[src/rtl/fetch_ctrl.sv]
// ---------------------------------------------------------------------------
// fetch_ctrl : instruction fetch sequencer
//
// Each cycle the current PC is looked up in a direct-mapped icache. A hit is
// delivered into the output register. A miss fetches the four bytes of the
// word (little-endian, addresses pc..pc+3) through the byte-wide memory
// arbiter port, writes the assembled word into the icache, and then retries
// the lookup. A flush redirects the PC and discards any in-flight work.
//
// Handshakes:
//   * Output: a word transfers on a rising edge where instr_valid_out and
//     instr_ready_in are both 1 (and rdy_in is 1). instr_valid_out/instr_out
//     /pc_out are registered and hold while not accepted.
//   * Memory: mem_req and mem_addr are held stable until mem_ack; the byte on
//     mem_data_in is taken in the same cycle as mem_ack.
//   * rdy_in=0 freezes every register; mem_ack is ignored in that cycle.
//
// Ports:
//   clk_in, rst_in (async, active-low), rdy_in (global stall)
//   flush_in/flush_pc_in        redirect request and target
//   ic_req_valid/ic_pc_request  icache lookup; ic_hit_in/ic_instr_in same cycle
//   ic_wr_valid/ic_pc_update/ic_instr_update  icache fill
//   mem_req/mem_addr/mem_ack/mem_data_in      byte read port
//   instr_valid_out/instr_out/pc_out/instr_ready_in  output to decode
//   state_dbg                   current FSM state for observation
// ---------------------------------------------------------------------------
module fetch_ctrl #(
    parameter logic [31:0] RESET_PC = 32'h0
) (
    input  logic        clk_in,
    input  logic        rst_in,
    input  logic        rdy_in,
    input  logic        flush_in,
    input  logic [31:0] flush_pc_in,
    output logic        ic_req_valid,
    output logic [31:0] ic_pc_request,
    input  logic        ic_hit_in,
    input  logic [31:0] ic_instr_in,
    output logic        ic_wr_valid,
    output logic [31:0] ic_pc_update,
    output logic [31:0] ic_instr_update,
    output logic        mem_req,
    output logic [31:0] mem_addr,
    input  logic        mem_ack,
    input  logic [7:0]  mem_data_in,
    output logic        instr_valid_out,
    output logic [31:0] instr_out,
    output logic [31:0] pc_out,
    input  logic        instr_ready_in,
    output logic [1:0]  state_dbg
);

    typedef enum logic [1:0] {
        S_LOOKUP = 2'd0,
        S_MISS   = 2'd1,
        S_FILL   = 2'd2
    } state_t;

    state_t      state;
    logic [31:0] pc;
    logic [1:0]  cnt;
    logic [31:0] fill_buf;
    logic        out_free;

    // The output register can take a new word if it is empty or being drained.
    assign out_free = !instr_valid_out || instr_ready_in;

    // Strobes are decoded from state; gating with rst_in keeps them low while
    // reset is held, even though the reset state is LOOKUP.
    assign ic_req_valid    = rst_in && (state == S_LOOKUP) && out_free;
    assign ic_pc_request   = pc;
    assign mem_req         = rst_in && (state == S_MISS);
    assign mem_addr        = pc + {30'd0, cnt};
    assign ic_wr_valid     = rst_in && (state == S_FILL);
    assign ic_pc_update    = pc;
    assign ic_instr_update = fill_buf;
    assign state_dbg       = state;

    always_ff @(posedge clk_in or negedge rst_in) begin
        if (!rst_in) begin
            state           <= S_LOOKUP;
            pc              <= RESET_PC;
            cnt             <= 2'd0;
            fill_buf        <= 32'd0;
            instr_valid_out <= 1'b0;
            instr_out       <= 32'd0;
            pc_out          <= 32'd0;
        end else if (rdy_in) begin
            if (flush_in) begin
                // Redirect wins over everything. A FILL in progress still
                // writes this cycle through the combinational strobe, and a
                // same-cycle mem_ack or icache hit is simply dropped.
                pc              <= flush_pc_in;
                cnt             <= 2'd0;
                instr_valid_out <= 1'b0;
                state           <= S_LOOKUP;
            end else begin
                if (instr_valid_out && instr_ready_in) begin
                    instr_valid_out <= 1'b0;
                end
                case (state)
                    S_LOOKUP: begin
                        if (out_free) begin
                            if (ic_hit_in) begin
                                // Overrides the consume-clear above.
                                instr_valid_out <= 1'b1;
                                instr_out       <= ic_instr_in;
                                pc_out          <= pc;
                                pc              <= pc + 32'd4;
                            end else begin
                                state <= S_MISS;
                                cnt   <= 2'd0;
                            end
                        end
                    end
                    S_MISS: begin
                        if (mem_ack) begin
                            fill_buf[{cnt, 3'b000} +: 8] <= mem_data_in;
                            cnt <= cnt + 2'd1;
                            if (cnt == 2'd3) begin
                                state <= S_FILL;
                            end
                        end
                    end
                    S_FILL: begin
                        state <= S_LOOKUP;
                    end
                    default: begin
                        state <= S_LOOKUP;
                    end
                endcase
            end
        end
    end

endmodule

[config.mk]
export PLATFORM = sky130hd
export DESIGN_NAME = fetch_ctrl
export DESIGN_NICKNAME = d
export VERILOG_FILES = /design/src/rtl/fetch_ctrl.sv
export SDC_FILE = /design/constraint.sdc
export NUM_CORES = 1
export LEC_CHECK = 0
export ABC_AREA = 1
export BUFFER_PORTS_ARGS = -buffer_cell sky130_fd_sc_hd__buf_2
export CAP_MARGIN = 30
export CELL_PAD_IN_SITES_DETAIL_PLACEMENT = 1
export CELL_PAD_IN_SITES_GLOBAL_PLACEMENT = 1
export CORE_MARGIN = 10
export CORE_UTILIZATION = 30
export CTS_CLUSTER_DIAMETER = 200
export DETAILED_ROUTE_END_ITERATION = 6
export PLACE_DENSITY = 0.68
export RECOVER_POWER = 25
export SLEW_MARGIN = 20
export SYNTH_ARGS = -nofsm -noshare
export SYNTH_HDL_FRONTEND = slang
export SYNTH_SLANG_ARGS = --single-unit
export TNS_END_PERCENT = 5
[constraint.sdc]
create_clock -name clk_in -period 5.9 [get_ports clk_in]
set_input_delay 1.18 -clock clk_in [delete_from_list [all_inputs] [get_ports clk_in]]
set_output_delay 1.18 -clock clk_in [all_outputs]
set_load 0.01 [all_outputs]
======== Word level (Yosys, flattened, before mapping) ========
Index checks and enable logic that the tools add are counted.
word-level totals
  bits in latches ......................... 0
  bits in writable memories ............... 0
  flip-flop bits (word level) ............. 133
  logic and storage cells ................. 59
  ROM bits ................................ 0
  output and inout bits ................... 198
  memories kept ........................... 0
cells by class
  add/sub/neg operators ................... 4
  $lt $le $gt $ge ......................... 0
  divide/modulo/power cells ............... 0
  muxes and demuxes ....................... 21
  reduce and logical (&&, ||, !) cells .... 17
  bitwise gates (word level) .............. 1
  eq/ne operators ......................... 7
  shift-type cells ........................ 2
  multipliers ............................. 0
operator list
  cell                      number
  $mux W32                  4
  $add A32 B2 Y32           1
  $add A32 B3 Y32 const B   1
  $bwmux W32                1
  $shift A8 B7 Y32 const A  1
  $shiftx A8 B7 Y32         1
  $mux W2                   9
  $reduce_and A5 Y1         3
  $ne A3 B3 Y1 const B      3
  $pmux W2 S2               2
  $reduce_and A4 Y1         2
  $neg A5 Y7                1
  $reduce_bool A2 Y1        3
  $logic_and A1 B1 Y1       5
  $mux W1                   5
  $eq A2 B2 Y1 const B      2
  $ne A3 B2 Y1 const B      1
  $reduce_bool A3 Y1        1
  $add A2 B1 Y2 const B     1
  $eq A2 B1 Y1 const B      1
  $logic_not A2 Y1          1
  $logic_not A1 Y1          1
  $logic_or A1 B1 Y1        1
  $not A1 Y1                1

======== Depth between registers and ports, before layout ========
Gate-level depths: netlist (run 1).
  word-level depth ........................ 6
  mapped depth ............................ 11

======== Worst setup path before layout (run 1) ========
No wires, ideal clock.
  kind .................................... reg-to-output
  start point ............................. reg cnt[0]
  end point ............................... out mem_addr[30]
  path slack .............................. 2.794 ns
  data arrival time ....................... 1.926 ns
  stages on the path, launching flop included .. 10
  cell sequence ........................... dfrtp_1 > ha_1 > inv_1 > fa_1 > clkbuf_1 > inv_1 > nand2_1 > nor2_1 > nand3_1 > xor2_1
on the way
  longest elaborated chain between the ends .. 1
ends and longest elaborated chain
  element                 RTL line  source
  from (decl)             61        logic [1:0] cnt;
  from (signal assigned)  119       cnt <= cnt + 2'd1;
  $add A32 B2 Y32         73        assign mem_addr = pc + {30'd0, cnt};
  to (decl)               43        output logic [31:0] mem_addr,
No other way between the ends.

======== Worst setup path after layout (run 1) ========
Ends and elaborated chain as after synthesis.

==> results of run 1 <==
## flip-flops by register name, summed over array words and instances, names as in the netlist
signal / flops
state_dbg: 2
instr_out: 32
ic_instr_update: 32
pc_out: 32
ic_pc_request: 32
cnt: 2
instr_valid_out: 1
## logic make-up (layout without fill, tap and decap cells)
kind of cell | after synthesis | count (layout) | share of synthesized area (%)
other cells | 0 | 1 | 0
compound gates | 105 | 105 | 7.77
xor+xnor | 31 | 31 | 3.70
buf+inv | 149 | 396 | 9.88
simple gates | 530 | 530 | 31.5
flops | 133 | 133 | 45.3
fa+ha+maj | 10 | 10 | 1.81
## layer usage
layer  GRT usage, %  vias to the layer above  share of wire, %
li1               -                     3460                 -
met1           23.5                     3484                45
met2           29.2                      199                46
met3           5.68                       24               8.0
met4           4.10                        8              0.96
met5              0                        -              0.19
## cell usage after synthesis
master / count / area share (%)
a21oi_1: 21 / 1.4
a21oi_2: 1 / 0.12
a22oi_1: 2 / 0.20
and2_1: 1 / 0.085
buf_1: 2 / 0.10
buf_2: 22 / 1.5
buf_4: 35 / 3.6
buf_6: 1 / 0.15
clkbuf_1: 6 / 0.31
dfrtp_1: 133 / 45
fa_1: 1 / 0.27
ha_1: 9 / 1.5
inv_1: 78 / 4.0
inv_2: 5 / 0.26
nand2_1: 302 / 15
nand2_2: 9 / 0.77
nand2_4: 1 / 0.15
nand3_1: 40 / 2.7
nand3_2: 2 / 0.27
nand3b_1: 1 / 0.10
nand4_1: 18 / 1.5
nand4_4: 1 / 0.29
nor2_1: 112 / 5.7
nor2_2: 17 / 1.4
nor2_4: 9 / 1.4
nor2_8: 1 / 0.27
nor3_1: 12 / 0.82
nor3_2: 1 / 0.14
nor3_4: 1 / 0.22
o211ai_1: 4 / 0.41
o21ai_0: 58 / 4.0
o21ai_1: 8 / 0.55
o21ai_2: 1 / 0.12
o21bai_1: 6 / 0.61
o221ai_1: 1 / 0.12
o22ai_1: 3 / 0.26
or2_2: 2 / 0.17
xnor2_1: 3 / 0.36
xor2_1: 28 / 3.3
## final timing paths
kind                                          startpoint                               to  slack (ns)  cells after the start
worst min register to register  instr_out[1]$_DFFE_PN0P_         instr_out[1]$_DFFE_PN0P_        0.47                      2
max in group asynchronous                         rst_in        instr_out[17]$_DFFE_PN0P_        3.79                      2
worst max register to register        cnt[0]$_DFFE_PN0P_  ic_instr_update[21]$_DFFE_PN0P_        3.33                      6
worst min-delay path            instr_out[1]$_DFFE_PN0P_         instr_out[1]$_DFFE_PN0P_        0.47                      2
min in group asynchronous                         rst_in            pc_out[8]$_DFFE_PN0P_        0.77                      1
worst max-delay path                  cnt[0]$_DFFE_PN0P_                     mem_addr[30]        1.42                      9
## worst reg2reg max path, stage by stage, from the launching register on
cell and delay, ns:
dfrtp_1 0.87, inv_1 0.20, ha_1 0.54, inv_2 0.17
nor2_1 0.41, nand3_1 0.13, a21oi_1 0.18
## cell type report
| type | instances | share of cell area (%) |
|---|---|---|
| antenna | 1 | 0.0267 |
| clock buffer | 18 | 4.58 |
| clock inverter | 14 | 2.03 |
| inverter | 83 | 3.33 |
| multi-input combinational | 676 | 35.2 |
| sequential | 133 | 35.5 |
| tap | 324 | 4.33 |
| timing repair buffer | 281 | 15.0 |
## stage by stage
stage | power (mW) | hold WS [ns] | area (µm²) | cells
final | 4.31 | 0.473 | 9370 | 1530
after global placement | 3.19 | 0.457 | 8750 | 1495
after CTS | 4.42 | 0.478 | 9400 | 1528
after global routing | 4.65 | 0.493 | 9370 | 1529
after floorplan | 2.48 | 0.515 | 7340 | 958
after detailed placement | 3.24 | 0.462 | 8780 | 1496
## power by group
group	switching [mW]	internal, mW
clock network	0.467	0.682
logic	1.03	0.577
registers	0.323	1.23
total	1.82	2.49
==> impl_metrics.prom, run 1 <==
# TYPE chip_impl_metric gauge
chip_impl_metric{name="post_route_cells_drive_above_1_share",unit="%"} 26.7
chip_impl_metric{name="pwr_density_cell",unit="nW/µm²"} 460
chip_impl_metric{name="fin_worst_skew",unit="ns"} 0.0133
chip_impl_info{name="worst-setup-path-type",value="flop to output pin"} 1
chip_impl_metric{name="grt.overflow.total",unit=""} 0
chip_impl_metric{name="synth_nets",unit=""} 1047
chip_impl_metric{name="drv_cap",unit=""} 0
chip_impl_metric{name="final_core_util",unit="%"} 38.8
chip_impl_metric{name="n_fill_cell",unit=""} 3099
chip_impl_metric{name="finalMaxSlewViolations",unit=""} 0
chip_impl_info{name="hold_path.class",value="flop to flop"} 1
chip_impl_metric{name="drcViolationCount",unit=""} 0
chip_impl_metric{name="dp_hpwl",unit="µm"} 21600
chip_impl_metric{name="fp.dieArea",unit="µm²"} 31100
chip_impl_metric{name="final_critical_path_setup_slack",unit="ns"} 1.42
chip_impl_metric{name="final-hold-violation-count",unit=""} 0
chip_impl_metric{name="synthesis.area",unit="µm²"} 7340
chip_impl_metric{name="max_freq",unit="GHz"} 0.223
chip_impl_metric{name="buffers_inverters_on_critical_path",unit=""} 3
chip_impl_info{name="grt_setup_unrepaired",value="false"} 1
chip_impl_metric{name="yosys.cell_types.count",unit=""} 39
chip_impl_info{name="crit_chain",value="ha_1, inv_1, fa_1, inv_1, nand2_1, nor2_1, nand3_1, xor2_1, buf_2"} 1
chip_impl_metric{name="track_usage",unit="%"} 18.2
chip_impl_metric{name="worstSkewPairLatency",unit="ns"} 0.41
chip_impl_info{name="crit_path_top_delay_cell",value="dfrtp_1"} 1
chip_impl_metric{name="fin_crit",unit="ns"} 4.48
chip_impl_metric{name="core_region_area",unit="µm²"} 24200
chip_impl_metric{name="vdd_drop_max",unit="mV"} 0.173
chip_impl_metric{name="maxSlewHeadroom",unit="%"} 19.3
chip_impl_metric{name="numClockSinks",unit=""} 133
chip_impl_metric{name="post_cts_resize_count",unit=""} 0
chip_impl_metric{name="via_per_inst",unit=""} 4.69
chip_impl_info{name="run_status",value="completed"} 1
chip_impl_metric{name="crit_path_max_fanout",unit=""} 25
chip_impl_metric{name="postSynthCellCount",unit=""} 958
chip_impl_metric{name="timing.final.setup_violations",unit=""} 0
chip_impl_info{name="final_common_cell",value="nand2_1"} 1
chip_impl_info{name="critical-path-top-cell-by-count",value="inv_1"} 1
chip_impl_info{name="tritoncts",value="built"} 1
chip_impl_info{name="setup.worst_path.start_class",value="flop"} 1
chip_impl_metric{name="cts_h_tree_depth",unit=""} 4
chip_impl_metric{name="postRouteWirelength",unit="µm"} 28600
chip_impl_metric{name="worst_ep_required_time",unit="ns"} 4.72
chip_impl_metric{name="placementRows",unit=""} 57
chip_impl_metric{name="seq_area_frac_synth",unit="%"} 45.3
chip_impl_metric{name="cts_setup_buffers",unit=""} 0
chip_impl_metric{name="fp.dieW",unit="µm"} 176
chip_impl_metric{name="postSynthRegisterBits",unit=""} 133
chip_impl_metric{name="avg_wl_per_cell",unit="µm"} 18.7
chip_impl_metric{name="clk_transition_reported_paths",unit="ns"} 0.07
chip_impl_metric{name="gp_congestion",unit=""} 0.820
chip_impl_metric{name="worst_slack_after_detailed_placement",unit="ns"} 1.85
chip_impl_metric{name="setup-tns-final",unit="ns"} 0
chip_impl_info{name="timing.critical_path.to_type",value="output pin"} 1
chip_impl_metric{name="cts_buffers",unit=""} 17
chip_impl_info{name="clock_root_buffer",value="clkbuf_16"} 1
chip_impl_metric{name="tightestPinTransition",unit="ns"} 1.21
chip_impl_metric{name="regArea",unit="µm²"} 3330
chip_impl_info{name="critical-path-top-delay-family",value="adder cells"} 1
chip_impl_metric{name="dr_total_vias",unit=""} 7175
chip_impl_metric{name="timing.critical_path.arrival",unit="ns"} 3.30
chip_impl_metric{name="first_pass_grt_wire_length",unit="µm"} 44800
chip_impl_metric{name="multi_input_comb_area",unit="µm²"} 3300
chip_impl_metric{name="drt-pass1-iter-count",unit=""} 4
chip_impl_metric{name="critical-path-max-stage-delay",unit="ns"} 0.87
chip_impl_metric{name="min_period_over_period",unit="%"} 75.9
chip_impl_metric{name="grt_start_max_net_pins",unit=""} 92
chip_impl_metric{name="portbufs",unit=""} 276
chip_impl_info{name="layout_common_cells",value="301 x nand2_1, 232 x buf_2, 133 x dfrtp_1"} 1
chip_impl_metric{name="cts_hold_repair.buffers",unit=""} 0
chip_impl_metric{name="antenna_found_initial",unit=""} 5
chip_impl_metric{name="syn_avg_cell_area",unit="µm²"} 7.67
chip_impl_metric{name="initial_core_util",unit="%"} 30.4
chip_impl_metric{name="clock_path_buffers",unit=""} 2
chip_impl_metric{name="chipHeight",unit="µm"} 176
chip_impl_metric{name="io_pins",unit=""} 277
chip_impl_metric{name="final_ant_viol_nets",unit=""} 0
chip_impl_metric{name="yosys_warnings",unit=""} 0
chip_impl_metric{name="drt-initial-drc-count",unit=""} 433
chip_impl_metric{name="grt_pass1_vias",unit=""} 7632
chip_impl_metric{name="fin_nets",unit=""} 1281
chip_impl_metric{name="area_growth",unit="%"} 27.6
chip_impl_metric{name="p_leak",unit="nW"} 5.01
Power figures use the tool's default switching activity.
==> inputs of run 2 (changes only) <==
Settings changed: ABC_AREA 1 to 0, PLACE_DENSITY 0.68 to 0.7.
Clock period 5.9 ns to 4 ns, I/O delays scaled along.
==> run 2 against run 1 <==
Against the previous run:
- the flow now finishes with violations (max-capacitance violations, max-slew violations)
- combinational power shrank 24%
- core utilization up 0.96 points
- sequential share of layout area grew 1.4 points
- die area fell by 4.8%
- critical path type unchanged
==> impl_metrics.prom, run 2 <==
# TYPE chip_impl_metric gauge
chip_impl_metric{name="area_growth",unit="%"} 29.8
chip_impl_metric{name="fin_crit",unit="ns"} 3.66
chip_impl_info{name="netlist_top_cells_count",value="290 x nand2_1, 133 x dfrtp_1, 52 x o21ai_0, 35 x clkbuf_1, 32 x buf_4"} 1
chip_impl_metric{name="avg_wl_per_cell",unit="µm"} 20.7
chip_impl_metric{name="cts_buffers",unit=""} 17
chip_impl_metric{name="cts_hold_repair.buffers",unit=""} 0
chip_impl_metric{name="io_pins",unit=""} 277
chip_impl_metric{name="fp.dieW",unit="µm"} 172
chip_impl_metric{name="core_region_area",unit="µm²"} 22700
chip_impl_metric{name="dp_hpwl",unit="µm"} 21000
chip_impl_metric{name="setup-tns-final",unit="ns"} 0
chip_impl_metric{name="cts_h_tree_depth",unit=""} 4
chip_impl_info{name="clock_root_buffer",value="clkbuf_16"} 1
chip_impl_metric{name="ys_async_rst_share",unit="%"} 100
chip_impl_info{name="min_delay_worst_endpoint",value="pc_out[24]$_DFFE_PN0P_"} 1
chip_impl_metric{name="p_leak",unit="nW"} 4.56
chip_impl_metric{name="switching_share",unit="%"} 34.0
chip_impl_info{name="setup.worst_path.start_class",value="flop"} 1
chip_impl_metric{name="syn_avg_cell_area",unit="µm²"} 8.45
chip_impl_info{name="layout_common_cells",value="289 x nand2_1, 276 x buf_2, 133 x dfrtp_1"} 1
chip_impl_metric{name="placementRows",unit=""} 55
chip_impl_metric{name="final_ant_viol_nets",unit=""} 0
chip_impl_metric{name="timing.final.setup_violations",unit=""} 0
chip_impl_metric{name="numClockSinks",unit=""} 133
chip_impl_metric{name="postSynthCellCount",unit=""} 822
chip_impl_metric{name="timing.critical_path.arrival",unit="ns"} 2.86
chip_impl_metric{name="postSynthRegisterBits",unit=""} 133
chip_impl_metric{name="cts_setup_buffers",unit=""} 0
chip_impl_metric{name="crit_path_max_fanout",unit=""} 8
chip_impl_info{name="run_status",value="finished with violations"} 1
chip_impl_metric{name="seq_area_frac_synth",unit="%"} 47.9
chip_impl_metric{name="clk_transition_reported_paths",unit="ns"} 0.06
chip_impl_metric{name="first_pass_grt_wire_length",unit="µm"} 42500
chip_impl_metric{name="fin_nets",unit=""} 1141
chip_impl_info{name="worst-setup-path-type",value="flop to output pin"} 1
chip_impl_metric{name="chipHeight",unit="µm"} 172
chip_impl_metric{name="tightestPinTransition",unit="ns"} 1.52
chip_impl_metric{name="final-hold-violation-count",unit=""} 0
chip_impl_metric{name="portbufs",unit=""} 276
chip_impl_metric{name="drt-pass1-iter-count",unit=""} 5
chip_impl_info{name="synth.top_cells.by_area",value="dfrtp_1 48%, nand2_1 16%, o21ai_0 3.7%"} 1
chip_impl_metric{name="grt.overflow.total",unit=""} 0
chip_impl_info{name="reg_to_reg_endpoint",value="ic_pc_request[14]$_DFFE_PN0P_"} 1
chip_impl_info{name="r2r_start",value="ic_pc_request[2]$_DFFE_PN0P_"} 1
chip_impl_metric{name="setup.reg_to_reg.worst_slack",unit="ns"} 1.50
chip_impl_info{name="hold_path.class",value="flop to flop"} 1
chip_impl_metric{name="p_int",unit="mW"} 3.20
chip_impl_info{name="tritoncts",value="built"} 1
chip_impl_metric{name="r2r.worst_path.cells",unit=""} 7
chip_impl_metric{name="yosys_warnings",unit=""} 0
chip_impl_metric{name="hold_path_depth",unit=""} 2
chip_impl_metric{name="fp.dieArea",unit="µm²"} 29600
chip_impl_metric{name="synthDominantCellAreaShare",unit="%"} 47.9
chip_impl_metric{name="worst_ep_required_time",unit="ns"} 3.20
chip_impl_metric{name="track_usage",unit="%"} 18.5
chip_impl_metric{name="worstSkewPairLatency",unit="ns"} 0.43
chip_impl_metric{name="drt-initial-drc-count",unit=""} 429
chip_impl_metric{name="grt_pass1_vias",unit=""} 7142
chip_impl_metric{name="fin_area",unit="µm²"} 9020
chip_impl_info{name="yosys.cell_count.top_type",value="nand2_1"} 1
chip_impl_metric{name="grt_start_max_net_pins",unit=""} 70
chip_impl_metric{name="max_freq",unit="GHz"} 0.273
chip_impl_metric{name="clock_path_buffers",unit=""} 2
chip_impl_metric{name="finalMaxSlewViolations",unit=""} 59
chip_impl_metric{name="power_frac_seq",unit="%"} 38.9
chip_impl_metric{name="post_cts_resize_count",unit=""} 0
chip_impl_metric{name="drcViolationCount",unit=""} 0
chip_impl_metric{name="min_period_over_period",unit="%"} 91.6
chip_impl_metric{name="yosys.cell_types.count",unit=""} 65
chip_impl_metric{name="pwr_density_cell",unit="nW/µm²"} 537
chip_impl_metric{name="gp_congestion",unit=""} 0.806
chip_impl_metric{name="synth_nets",unit=""} 911
chip_impl_metric{name="maxSlewHeadroom",unit="%"} -1.57
chip_impl_metric{name="drv_cap",unit=""} 2
chip_impl_metric{name="post_route_cells_drive_above_1_share",unit="%"} 32.1
chip_impl_metric{name="vdd_drop_max",unit="mV"} 0.200
chip_impl_metric{name="initial_core_util",unit="%"} 30.6
chip_impl_metric{name="number_of_synthesized_flops_with_an_enable_pin",unit=""} 0
chip_impl_info{name="synth_top_cell_by_area",value="dfrtp_1"} 1
chip_impl_metric{name="postRouteWirelength",unit="µm"} 28000
chip_impl_metric{name="power_switching",unit="mW"} 1.65
chip_impl_metric{name="via_per_inst",unit=""} 5.02
chip_impl_metric{name="dpl_cell_area",unit="µm²"} 8370
chip_impl_metric{name="clockPowerShare",unit="%"} 35.7
chip_impl_metric{name="fin_worst_skew",unit="ns"} 0.0128
chip_impl_metric{name="antenna_found_initial",unit=""} 2
chip_impl_metric{name="share_comb_of_total_power",unit="%"} 25.4
chip_impl_info{name="final_common_cell",value="nand2_1"} 1
chip_impl_metric{name="synthesis.area",unit="µm²"} 6950
chip_impl_info{name="grt_setup_unrepaired",value="false"} 1
chip_impl_info{name="failed_checks",value="max-capacitance violations, max-slew violations"} 1
chip_impl_metric{name="dr_total_vias",unit=""} 6783
chip_impl_info{name="synth-main-ff-cell",value="dfrtp_1"} 1
chip_impl_info{name="timing.critical_path.to_type",value="output pin"} 1
chip_impl_info{name="worst_hold_startpoint",value="pc_out[24]$_DFFE_PN0P_"} 1
-- run 2: changes by cell type in the layout (fill, tap and decap cells not counted), moves of 8 or more --
cell and change:
and3_1 +10, buf_2 +44, clkbuf_1 -42, inv_1 -66, nand2_1 -12, nand2_2 -8
nand3_1 -11, nor2_1 -84, nor2_2 -16, nor2_4 -8, xnor2_1 +23, xor2_1 -24
-- run 2: how the worst max path moves through the flow --
stage | from | endpoint | slack (ns) | cells past startpoint
after floorplan | cnt[0]$_DFFE_PN0P_ | mem_addr[20] | 0.96 | 7
after global placement | cnt[0]$_DFFE_PN0P_ | mem_addr[20] | 0.82 | 9
after detailed placement | cnt[0]$_DFFE_PN0P_ | mem_addr[20] | 0.78 | 9
after CTS | cnt[0]$_DFFE_PN0P_ | mem_addr[20] | 0.29 | 9
after global routing | cnt[0]$_DFFE_PN0P_ | mem_addr[20] | 0.14 | 9
final | cnt[0]$_DFFE_PN0P_ | mem_addr[20] | 0.34 | 9
-- run 2: cells by family (layout without fill, tap and decap cells) --
| kind of cell | Yosys count | count (layout) | synth area share, % |
|---|---|---|---|
| AO/OA/AOI/OAI | 125 | 125 | 11.3 |
| XOR/XNOR | 30 | 30 | 3.78 |
| adder cells (fa/ha/maj) | 10 | 10 | 1.91 |
| buffers and inverters | 95 | 337 | 7.12 |
| flip-flops | 133 | 133 | 47.9 |
| multiplexers | 4 | 4 | 0.594 |
| other | 0 | 2 | 0 |
| AND/OR/NAND/NOR | 425 | 425 | 27.4 |
-- run 2: power groups by stage --
stage / logic [mW] / clock network (mW) / registers, mW
global placement: 1.24 / 0 / 1.89
global route: 1.38 / 1.83 / 1.93
CTS: 1.27 / 1.77 / 1.88
floorplan: 0.578 / 0 / 1.96
detailed placement: 1.27 / 0 / 1.91
finish: 1.23 / 1.73 / 1.88
-- run 2: stage by stage --
step / cells / utilization [%] / power, mW / hold slack [ns] / setup WS [ns]
finish: 1351 / 39.7 / 4.84 / 0.468 / 0.336
global route: 1349 / 39.7 / 5.14 / 0.497 / 0.144
CTS: 1345 / 39.7 / 4.92 / 0.223 / 0.294
detailed placement: 1314 / 36.8 / 3.17 / 0.457 / 0.777
global placement: 1314 / 36.8 / 3.13 / 0.452 / 0.818
floorplan: 822 / - / 2.54 / 0.504 / 0.962
-- run 2: area by class of cell --
class | instances | area (µm²)
fill | 2792 | 13700
sequential | 133 | 3330
multi-input combinational | 594 | 3130
timing repair buffer | 294 | 1510
clock buffer | 20 | 467
tap | 285 | 357
clock inverter | 11 | 174
inverter | 12 | 45.0
antenna | 2 | 5.00
-- run 2: worst max-delay path: stages, from the launching register on --
cell and delay, ns:
dfrtp_1 0.49, ha_1 0.24, inv_1 0.06, fa_1 0.48
nor3_1 0.22, buf_4 0.22, nand2_1 0.11, or3_1 0.34
xnor2_1 0.13, buf_2 0.15
-- run 2: layer usage --
metal  global-route usage, %  share of wire, %  up-vias
li1                        -                 -     3201
met1                    22.9                42     3296
met2                    29.7                47      254
met3                    6.75               8.9       28
met4                    5.02               1.4        4
met5                       0             0.082        -
==> inputs of run 3 (changes only) <==
Settings changed: CORE_ASPECT_RATIO set to 1.2, CTS_BUF_LIST set to sky130_fd_sc_hd__clkbuf_4 sky130_fd_sc_hd__clkbuf_8.
==> run 3 against run 2 <==
Against the previous run:
- the flow still finishes with violations (max-capacitance violations, max-slew violations)
- final area decreased by 2.4%
- sequential power about the same
- worst setup slack got worse by 0.012 ns
- core utilization decreased by 0.78 points
- count of clock-buffer cells in the layout decreased by 2
==> impl_metrics.prom, run 3 (synthesis results as in run 2) <==
# TYPE chip_impl_metric gauge
chip_impl_metric{name="finish.cell_count_without_fillers",unit=""} 1376
chip_impl_metric{name="setup-tns-final",unit="ns"} 0
chip_impl_metric{name="crit_path_max_fanout",unit=""} 8
chip_impl_metric{name="timing.critical_path.arrival",unit="ns"} 2.88
chip_impl_info{name="clock_root_buffer",value="clkbuf_8"} 1
chip_impl_info{name="grt_setup_unrepaired",value="false"} 1
chip_impl_metric{name="finalMaxSlewViolations",unit=""} 114
chip_impl_metric{name="track_usage",unit="%"} 18.6
chip_impl_metric{name="grt.overflow.total",unit=""} 0
chip_impl_metric{name="share_comb_of_total_power",unit="%"} 29.1
chip_impl_metric{name="regArea",unit="µm²"} 3330
chip_impl_metric{name="power_frac_seq",unit="%"} 43.9
chip_impl_metric{name="fp.dieW",unit="µm"} 159
chip_impl_metric{name="cell_count_after_placement",unit=""} 1343
chip_impl_metric{name="fp.dieArea",unit="µm²"} 29700
chip_impl_metric{name="cts_h_tree_depth",unit=""} 4
chip_impl_metric{name="drt-pass1-iter-count",unit=""} 5
chip_impl_metric{name="final_ant_viol_nets",unit=""} 0
chip_impl_metric{name="vdd_drop_max",unit="mV"} 0.200
chip_impl_metric{name="first_pass_grt_wire_length",unit="µm"} 43900
chip_impl_metric{name="dpl_cell_area",unit="µm²"} 8430
chip_impl_info{name="reg_to_reg_endpoint",value="ic_pc_request[24]$_DFFE_PN0P_"} 1
chip_impl_metric{name="placementRows",unit=""} 60
chip_impl_metric{name="fin_worst_skew",unit="ns"} 0.0193
chip_impl_metric{name="grt_start_max_net_pins",unit=""} 114
chip_impl_metric{name="antenna_cells_inserted",unit=""} 0
chip_impl_metric{name="worstSkewPairLatency",unit="ns"} 0.46
chip_impl_metric{name="fin_area",unit="µm²"} 8800
chip_impl_info{name="worst_hold_startpoint",value="instr_out[9]$_DFFE_PN0P_"} 1
chip_impl_metric{name="clk_transition_reported_paths",unit="ns"} 0.09
chip_impl_metric{name="power_switching",unit="mW"} 1.65
chip_impl_metric{name="postRouteWirelength",unit="µm"} 28400
chip_impl_metric{name="via_per_inst",unit=""} 4.97
chip_impl_metric{name="fin_crit",unit="ns"} 3.68
chip_impl_metric{name="io_pins",unit=""} 277
chip_impl_metric{name="hold_path_depth",unit=""} 2
chip_impl_metric{name="pwr_density_cell",unit="nW/µm²"} 487
chip_impl_metric{name="min_period_over_period",unit="%"} 91.9
chip_impl_metric{name="fin_nets",unit=""} 1142
chip_impl_info{name="layout_common_cells",value="289 x nand2_1, 277 x buf_2, 133 x dfrtp_1"} 1
chip_impl_metric{name="post_route_cells_drive_above_1_share",unit="%"} 32.4
chip_impl_info{name="crit_path_top_delay_cell",value="dfrtp_1"} 1
chip_impl_metric{name="core_region_area",unit="µm²"} 22600
chip_impl_metric{name="timing.final.setup_violations",unit=""} 0
chip_impl_metric{name="worst_ep_required_time",unit="ns"} 3.20
chip_impl_metric{name="clockPowerShare",unit="%"} 27.0
chip_impl_metric{name="area_growth",unit="%"} 26.7
chip_impl_metric{name="gp_congestion",unit=""} 0.826
chip_impl_metric{name="max_freq",unit="GHz"} 0.272
chip_impl_metric{name="tightestPinTransition",unit="ns"} 1.71
chip_impl_metric{name="post_cts_resize_count",unit=""} 0
chip_impl_info{name="min_delay_worst_endpoint",value="instr_out[9]$_DFFE_PN0P_"} 1
chip_impl_metric{name="cts_buffers",unit=""} 17
chip_impl_metric{name="chipHeight",unit="µm"} 187
chip_impl_metric{name="dr_total_vias",unit=""} 6832
chip_impl_metric{name="numClockSinks",unit=""} 133
chip_impl_info{name="r2r_start",value="ic_pc_request[8]$_DFFE_PN0P_"} 1
chip_impl_metric{name="cts_hold_repair.buffers",unit=""} 0
chip_impl_metric{name="p_int",unit="mW"} 2.63
chip_impl_metric{name="setup.reg_to_reg.worst_slack",unit="ns"} 1.39
chip_impl_metric{name="antenna_found_initial",unit=""} 1
chip_impl_info{name="run_status",value="finished with violations"} 1
chip_impl_metric{name="critical-path-max-stage-delay",unit="ns"} 0.51
chip_impl_info{name="hold_path.class",value="flop to flop"} 1
chip_impl_metric{name="r2r.worst_path.cells",unit=""} 6
chip_impl_metric{name="final-hold-violation-count",unit=""} 0
chip_impl_metric{name="multi_input_comb_area",unit="µm²"} 3130
chip_impl_metric{name="clock_path_buffers",unit=""} 2
chip_impl_metric{name="grt_pass1_vias",unit=""} 7161
chip_impl_info{name="final_common_cell",value="nand2_1"} 1
chip_impl_metric{name="dp_hpwl",unit="µm"} 21100
chip_impl_metric{name="p_leak",unit="nW"} 4.45
chip_impl_metric{name="fin_total_pwr",unit="mW"} 4.28
chip_impl_info{name="tritoncts",value="built"} 1
chip_impl_info{name="setup.worst_path.start_class",value="flop"} 1
chip_impl_info{name="worst-setup-path-type",value="flop to output pin"} 1
chip_impl_metric{name="maxSlewHeadroom",unit="%"} -13.9
chip_impl_metric{name="cts_setup_buffers",unit=""} 0
chip_impl_info{name="failed_checks",value="max-capacitance violations, max-slew violations"} 1
chip_impl_metric{name="portbufs",unit=""} 276
chip_impl_info{name="timing.critical_path.to_type",value="output pin"} 1
chip_impl_metric{name="avg_wl_per_cell",unit="µm"} 20.6
chip_impl_metric{name="switching_share",unit="%"} 38.6
chip_impl_metric{name="initial_core_util",unit="%"} 30.7
chip_impl_info{name="crit_chain",value="ha_1, inv_1, fa_1, nor3_1, buf_4, nand2_1, or3_1, xnor2_1, buf_2"} 1
chip_impl_metric{name="drt-initial-drc-count",unit=""} 447
chip_impl_metric{name="drv_cap",unit=""} 1
chip_impl_metric{name="n_fill_cell",unit=""} 2798
chip_impl_info{name="critical_path_source",value="cnt[0]$_DFFE_PN0P_"} 1
chip_impl_metric{name="drcViolationCount",unit=""} 0
-- run 3: cell count changes in the layout (fill, tap and decap cells not counted), moves of 3 or more --
| cell | previous run | this run |
|---|---|---|
| clkbuf_16 | 17 | 0 |
| clkbuf_8 | 3 | 18 |
| buf_4 | 10 | 16 |
| clkbuf_2 | 5 | 0 |
| inv_6 | 1 | 6 |
| bufinv_16 | 4 | 1 |
-- run 3: area by class of cell --
cell class,count,area share (%)
Sequential cell,133,37.8
Multi-Input combinational cell,594,35.6
Timing Repair Buffer,295,17.3
Tap cell,310,4.41
Clock buffer,18,2.82
Clock inverter,14,1.56
Inverter,12,0.512
-- run 3: power by group through the flow --
stage | Clock (mW) | Sequential [mW] | Combinational (mW)
after global routing | 1.25 | 1.92 | 1.38
after CTS | 1.20 | 1.88 | 1.28
after global placement | 0 | 1.90 | 1.24
after detailed placement | 0 | 1.91 | 1.28
after floorplan | 0 | 1.96 | 0.578
final | 1.16 | 1.88 | 1.25
-- run 3: how the worst max path moves through the flow --
stage | end | slack (ns) | cells past startpoint
floorplan | mem_addr[20] | 0.96 | 7
global placement | mem_addr[20] | 0.85 | 9
detailed placement | mem_addr[20] | 0.83 | 9
CTS | mem_addr[20] | 0.29 | 9
global route | mem_addr[31] | 0.14 | 6
finish | mem_addr[20] | 0.32 | 9
-- run 3: per-stage QoR --
| step | utilization (%) | setup slack [ns] | hold slack [ns] |
|---|---|---|---|
| after floorplan | - | 0.962 | 0.504 |
| after global placement | 37.3 | 0.846 | 0.453 |
| after detailed placement | 37.3 | 0.826 | 0.457 |
| after CTS | 39.0 | 0.293 | 0.166 |
| after global routing | 38.9 | 0.137 | 0.506 |
| final | 38.9 | 0.324 | 0.473 |
-- run 3: critical path, delay by kind of cell (launching register included) --
family                   cells  cell delay, ns
adder cells (fa/ha/maj)      2            0.71
AND/OR/NAND/NOR              3            0.65
flip-flops                   1            0.51
buffers and inverters        3            0.42
XOR/XNOR                     1            0.14
-- run 3: routing by layer --
metal	track usage, %	wire length, µm
met5	0	7
met4	5.53	520
met3	4.75	1680
met2	31.9	13900
met1	22.4	12300
